$ cat config.mk
export PLATFORM = sky130hd
export DESIGN_NAME = gcd_lcm_datapath
export DESIGN_NICKNAME = d
export VERILOG_FILES = /design/src/rtl/gcd_lcm_datapath.sv
export SDC_FILE = /design/constraint.sdc
export NUM_CORES = 1
export LEC_CHECK = 0
export ABC_AREA = 0
export CORE_UTILIZATION = 60
export DETAILED_ROUTE_END_ITERATION = 8
export PLACE_DENSITY = 0.83
export SLEW_MARGIN = 30
export SYNTH_ARGS = -nofsm -noshare
export SYNTH_HDL_FRONTEND = slang
export SYNTH_SLANG_ARGS = --single-unit
$ cat constraint.sdc
create_clock -name clk -period 3.6 [get_ports clk]
set_clock_uncertainty 0.2 [all_clocks]
set_input_delay 0.72 -clock clk [delete_from_list [all_inputs] [get_ports clk]]
set_output_delay 0.72 -clock clk [all_outputs]
set_load 0.1 [all_outputs]
$ cat src/rtl/gcd_lcm_datapath.sv
// gcd_lcm_datapath
//
// This is the operand datapath for the GCD/LCM sequencing controller.
// It holds the working registers x and y and the original operands
// a_reg and b_reg. It carries out the controller's load, subtract and
// add strobes, and it returns x and y to the controller for comparison.
// When done is asserted, the current x is captured into a one-entry
// result buffer. The buffer uses a valid/ready handshake, and the sticky
// error flags are captured along with the result.
//
// Parameters
//   W         operand/result width in bits (must match controller x/y width)
//   MAX_ITER  add/subtract strobe count at which timeout sets
//
// Ports
//   clk         clock; all state updates on the rising edge
//   reset       synchronous, active-high reset
//   a_in        first operand, sampled on load_x
//   b_in        second operand, sampled on load_y
//   load_x      x <= a_in, a_reg <= a_in
//   load_y      y <= b_in, b_reg <= b_in
//   subtract_x  x <= x - y
//   subtract_y  y <= y - x
//   add_x       x <= x + a_reg
//   add_y       y <= y + b_reg
//   done        controller done; current x is the result
//   x, y        working registers, to controller
//   res_data    buffered result
//   res_flags   {timeout, zero_err, ovf} captured with res_data
//   res_valid   result buffer occupied
//   res_ready   consumer accepts res_data when res_valid && res_ready
//   overrun     sticky: a done arrived while the buffer was full
//   busy        high from the first load until done is captured
module gcd_lcm_datapath #(
  parameter int W        = 8,
  parameter int MAX_ITER = 255
) (
  input  logic         clk,
  input  logic         reset,
  input  logic [W-1:0] a_in,
  input  logic [W-1:0] b_in,
  input  logic         load_x,
  input  logic         load_y,
  input  logic         subtract_x,
  input  logic         subtract_y,
  input  logic         add_x,
  input  logic         add_y,
  input  logic         done,
  output logic [W-1:0] x,
  output logic [W-1:0] y,
  output logic [W-1:0] res_data,
  output logic [2:0]   res_flags,
  output logic         res_valid,
  input  logic         res_ready,
  output logic         overrun,
  output logic         busy
);

  localparam int CW = (MAX_ITER < 2) ? 1 : $clog2(MAX_ITER + 1);

  logic [W-1:0]  x_reg;
  logic [W-1:0]  y_reg;
  logic [W-1:0]  a_reg;
  logic [W-1:0]  b_reg;
  logic [CW-1:0] iter_cnt;
  logic          ovf;
  logic          zero_err;
  logic          timeout;

  logic [W:0]    sum_x;
  logic [W:0]    sum_y;
  logic [W-1:0]  a_next;
  logic [W-1:0]  b_next;
  logic          any_load;
  logic          any_step;
  logic          carry_x;
  logic          carry_y;
  logic          can_accept;

  assign x = x_reg;
  assign y = y_reg;

  // The sums are one bit wider than the operands. The extra top bit is the
  // carry that sets ovf.
  assign sum_x = {1'b0, x_reg} + {1'b0, a_reg};
  assign sum_y = {1'b0, y_reg} + {1'b0, b_reg};

  // An add counts toward overflow only when it actually updates its
  // register. A load or subtract on the same register overrides it.
  assign carry_x = add_x && !load_x && !subtract_x && sum_x[W];
  assign carry_y = add_y && !load_y && !subtract_y && sum_y[W];

  assign any_load = load_x || load_y;
  assign any_step = subtract_x || subtract_y || add_x || add_y;

  // These are the operand registers as they will be after this edge. The
  // zero check looks at both operands once the load has taken effect.
  assign a_next = load_x ? a_in : a_reg;
  assign b_next = load_y ? b_in : b_reg;

  // The buffer can take a new result if it is empty, or if it is being
  // popped in this same cycle.
  assign can_accept = !res_valid || res_ready;

  always_ff @(posedge clk) begin
    if (reset) begin
      x_reg     <= '0;
      y_reg     <= '0;
      a_reg     <= '0;
      b_reg     <= '0;
      iter_cnt  <= '0;
      ovf       <= 1'b0;
      zero_err  <= 1'b0;
      timeout   <= 1'b0;
      res_data  <= '0;
      res_flags <= '0;
      res_valid <= 1'b0;
      overrun   <= 1'b0;
      busy      <= 1'b0;
    end else begin
      // x and y both update from their pre-edge values, so a subtract
      // on each register in the same cycle uses the old x and y.
      if (load_x)          x_reg <= a_in;
      else if (subtract_x) x_reg <= x_reg - y_reg;
      else if (add_x)      x_reg <= sum_x[W-1:0];

      if (load_y)          y_reg <= b_in;
      else if (subtract_y) y_reg <= y_reg - x_reg;
      else if (add_y)      y_reg <= sum_y[W-1:0];

      if (load_x) a_reg <= a_in;
      if (load_y) b_reg <= b_in;

      // A load starts a new operation. Otherwise each strobe cycle
      // advances the iteration count until it saturates at MAX_ITER.
      if (any_load) begin
        ovf      <= 1'b0;
        timeout  <= 1'b0;
        iter_cnt <= '0;
        zero_err <= (a_next == '0) || (b_next == '0);
      end else begin
        if (carry_x || carry_y) ovf <= 1'b1;
        if (any_step && (iter_cnt != CW'(MAX_ITER))) begin
          iter_cnt <= iter_cnt + CW'(1);
          if (iter_cnt == CW'(MAX_ITER - 1)) timeout <= 1'b1;
        end
      end

      if (done) begin
        if (can_accept) begin
          res_data  <= x_reg;
          res_flags <= {timeout, zero_err, ovf};
          res_valid <= 1'b1;
        end else begin
          overrun   <= 1'b1;
        end
      end else if (res_valid && res_ready) begin
        res_valid <= 1'b0;
      end

      // The busy update for a load comes after the one for done, so a
      // load in the same cycle as done starts the next operation.
      if (done)     busy <= 1'b0;
      if (any_load) busy <= 1'b1;
    end
  end

endmodule

==> impl_metrics.env <==
export IMPL_critPathMaxFanout=2
export IMPL_clkLatencyLatePin_ns=0.36
export IMPL_cts_root_buffer="clkbuf_8"
export IMPL_synth_fa_ha_area_share_pct=12.1
export IMPL_crit_chain="clkdlybuf4s50_1"
export IMPL_yosysWarnings=0
export IMPL_cts_buffer_depth=2
export IMPL_drv_cap=0
export IMPL_postSynthRegisterBits=57
export IMPL_power_density_nw_per_um2=461
export IMPL_postCtsSetupBuffers=0
export IMPL_detail_route_iter0_violations=305
export IMPL_slowest_delay_ns=1.13
export IMPL_arrival_ns=1.82
export IMPL_hold_buffers=0
export IMPL_cts_tree="yes"
export IMPL_swShare_pct=40.3
export IMPL_hp_class="reg2reg"
export IMPL_grt_max_degree=48
export IMPL_critPathTopFamily="buffers and inverters"
export IMPL_synth_edf_count=0
export IMPL_end_kind="primary output"
export IMPL_num_rows=29
export IMPL_grt_pass1_vias=3539
export IMPL_p_sw_mw=0.858
export IMPL_grtUsageTotal_pct=31.4
export IMPL_relSlewSlack_pct=35.7
export IMPL_synth_area_per_cell_um2=8.28
export IMPL_final_antenna_net_count=0
export IMPL_cts_resized=0
export IMPL_diodes=0
export IMPL_power_internal_mw=1.27
export IMPL_drive_gt1_share_pct=12.4
export IMPL_total_power_mw=2.13
export IMPL_synth_xor_area_share_pct=2.64
export IMPL_wirelength_mm=10.5
export IMPL_synth_common_cells="58 x nor2_1, 57 x dfxtp_1, 35 x a21oi_1"
export IMPL_power_frac_seq_pct=34.1
export IMPL_synth_top_area_share_pct=28.7
export IMPL_p_comb_share_pct=36.4
export IMPL_start_kind="flip-flop"
export IMPL_synth_top_family_by_area="compound AO/OA/AOI/OAI gates"
export IMPL_cp_required_ns=2.68
export IMPL_dp_cells=592
export IMPL_run_status="complete, no violations"
export IMPL_yosys_area_share_simple_pct=22.4
export IMPL_worst_slew_pin_slew_ns=0.962
export IMPL_final_cell_count_no_fill=608
export IMPL_peakVddDrop_uv=428
export IMPL_post_route_min_period_ns=2.74
export IMPL_fp_dieW_um=83.4
export IMPL_crit_slowest_cell="clkdlybuf4s50_1"
export IMPL_finalSetupTns_ns=0
export IMPL_final_nets=588
export IMPL_dr_total_vias=3774
export IMPL_synth_area_leaders="dfxtp_1 29%, ha_1 10%, nor2_1 5.5%, mux2i_1 4.5%, a21oi_1 4.4%"
export IMPL_port_buffers=55
export IMPL_seq_area_frac_synth_pct=28.7
export IMPL_crit_buf_inv=1
export IMPL_first_pass_iters=6
export IMPL_synthMuxAreaShare_pct=4.53
export IMPL_rsz0062_at_grt="no"
export IMPL_htree_levels=3
export IMPL_synth_cell_types=72
export IMPL_place_congestion=0.963
export IMPL_core_area_um2=6390
export IMPL_dieArea_um2=6950
export IMPL_ios=56
export IMPL_synth_area_leader_cell="dfxtp_1"
export IMPL_async_flop_share_pct=0
export IMPL_finalSetupViolCount=0
export IMPL_post_drt_wl_per_cell_um=17.3
export IMPL_post_dp_hpwl_mm=7.96
export IMPL_synth_ff_type="dfxtp_1"
export IMPL_path_clk_slew_ns=0.07
export IMPL_syn2layout_area_growth_pct=16.2
export IMPL_grt_first_pass_wirelength_mm=17.2
export IMPL_final_hold_violation_count=0
export IMPL_post_route_drc_count=0
export IMPL_fin_crit_sh_pct=76.0
export IMPL_critical_path_class="reg2out"
export IMPL_n_fill_cell=502
export IMPL_cts_buffers_inserted=9
export IMPL_syn_area_um2=3980
export IMPL_viasPerCell=6.21
export IMPL_synth_most_common_cell="nor2_1"
export IMPL_drv_slew=0
export IMPL_p_leak_nw=1.87
export IMPL_clkPwrFrac_pct=29.5
export IMPL_fmax_mhz=366
export IMPL_antenna_found_initial=0
export IMPL_cts_sinks=57
export IMPL_syn_inst=480
export IMPL_syn_nets=542
export IMPL_synth_compound_area_share_pct=22.6
export IMPL_die_h_um=83.4
export IMPL_start_util_pct=62.2
export IMPL_gr_total_overflow=0
[final timing paths]
path | startpoint | end | slack, ns | cells past startpoint
min | overrun | overrun | 0.28 | 2
max reg2reg | x[1] | x[6] | 1.05 | 7
max | overrun | overrun | 0.86 | 1
min reg2reg | overrun | overrun | 0.28 | 2
[final cells by class]
class / instances / area (um^2) / share of cell area, %
clock buffer: 10 / 138 / 2.98
clock inverter: 6 / 66.3 / 1.44
inverter: 29 / 109 / 2.36
multi-input combinational: 369 / 2550 / 55.3
sequential: 57 / 1140 / 24.7
tap: 77 / 96.3 / 2.09
timing repair buffer: 60 / 513 / 11.1
[power groups by stage]
stage / clock network [mW] / registers [mW] / logic, mW
after floorplan: 0 / 0.929 / 0.402
after global routing: 0.663 / 0.730 / 0.830
after CTS: 0.629 / 0.725 / 0.767
final: 0.628 / 0.726 / 0.774
after detailed placement: 0 / 0.739 / 0.763
after global placement: 0 / 0.738 / 0.749
[metal layers]
| layer | track usage, % | vias to the layer above | share of wire (%) |
|---|---|---|---|
| met5 | 0 | - | 0 |
| met4 | 10.0 | 0 | 2.1 |
| met3 | 7.65 | 24 | 7.2 |
| met2 | 50.1 | 162 | 45 |
| met1 | 41.7 | 1753 | 45 |
| li1 | - | 1835 | - |
[cells in the final DEF (no fill, tap or decap), types with 9 or more instances in the layout]
master	instances
a21oi_1	35
a211oi_1	12
mux2i_1	18
clkbuf_8	10
nand2b_1	11
o21ai_0	20
clkdlybuf4s50_1	26
ha_1	32
nor2_1	58
buf_4	33
inv_1	28
dfxtp_1	57
nor3_1	13
nand2_1	28
or3_1	9
[kinds of logic (layout without fill, tap and decap cells)]
group | after synthesis | count (layout)
buf+inv | 54 | 105
simple gates | 170 | 170
xor+xnor | 12 | 12
mux | 18 | 18
compound gates | 133 | 133
fa+ha+maj | 36 | 36
flops | 57 | 57
[metrics by stage]
stage	hold WS, ns	setup WS, ns	instance area [um^2]	util, %
finish	0.279	0.864	4620	72.3
global route	0.312	0.708	4620	72.3
CTS	0.284	0.850	4620	72.3
detailed placement	0.263	0.567	4410	69.1
global placement	0.256	0.681	4410	69.1
floorplan	0.240	0.613	3980	-
Note: power is estimated with default switching activity, not from simulation.
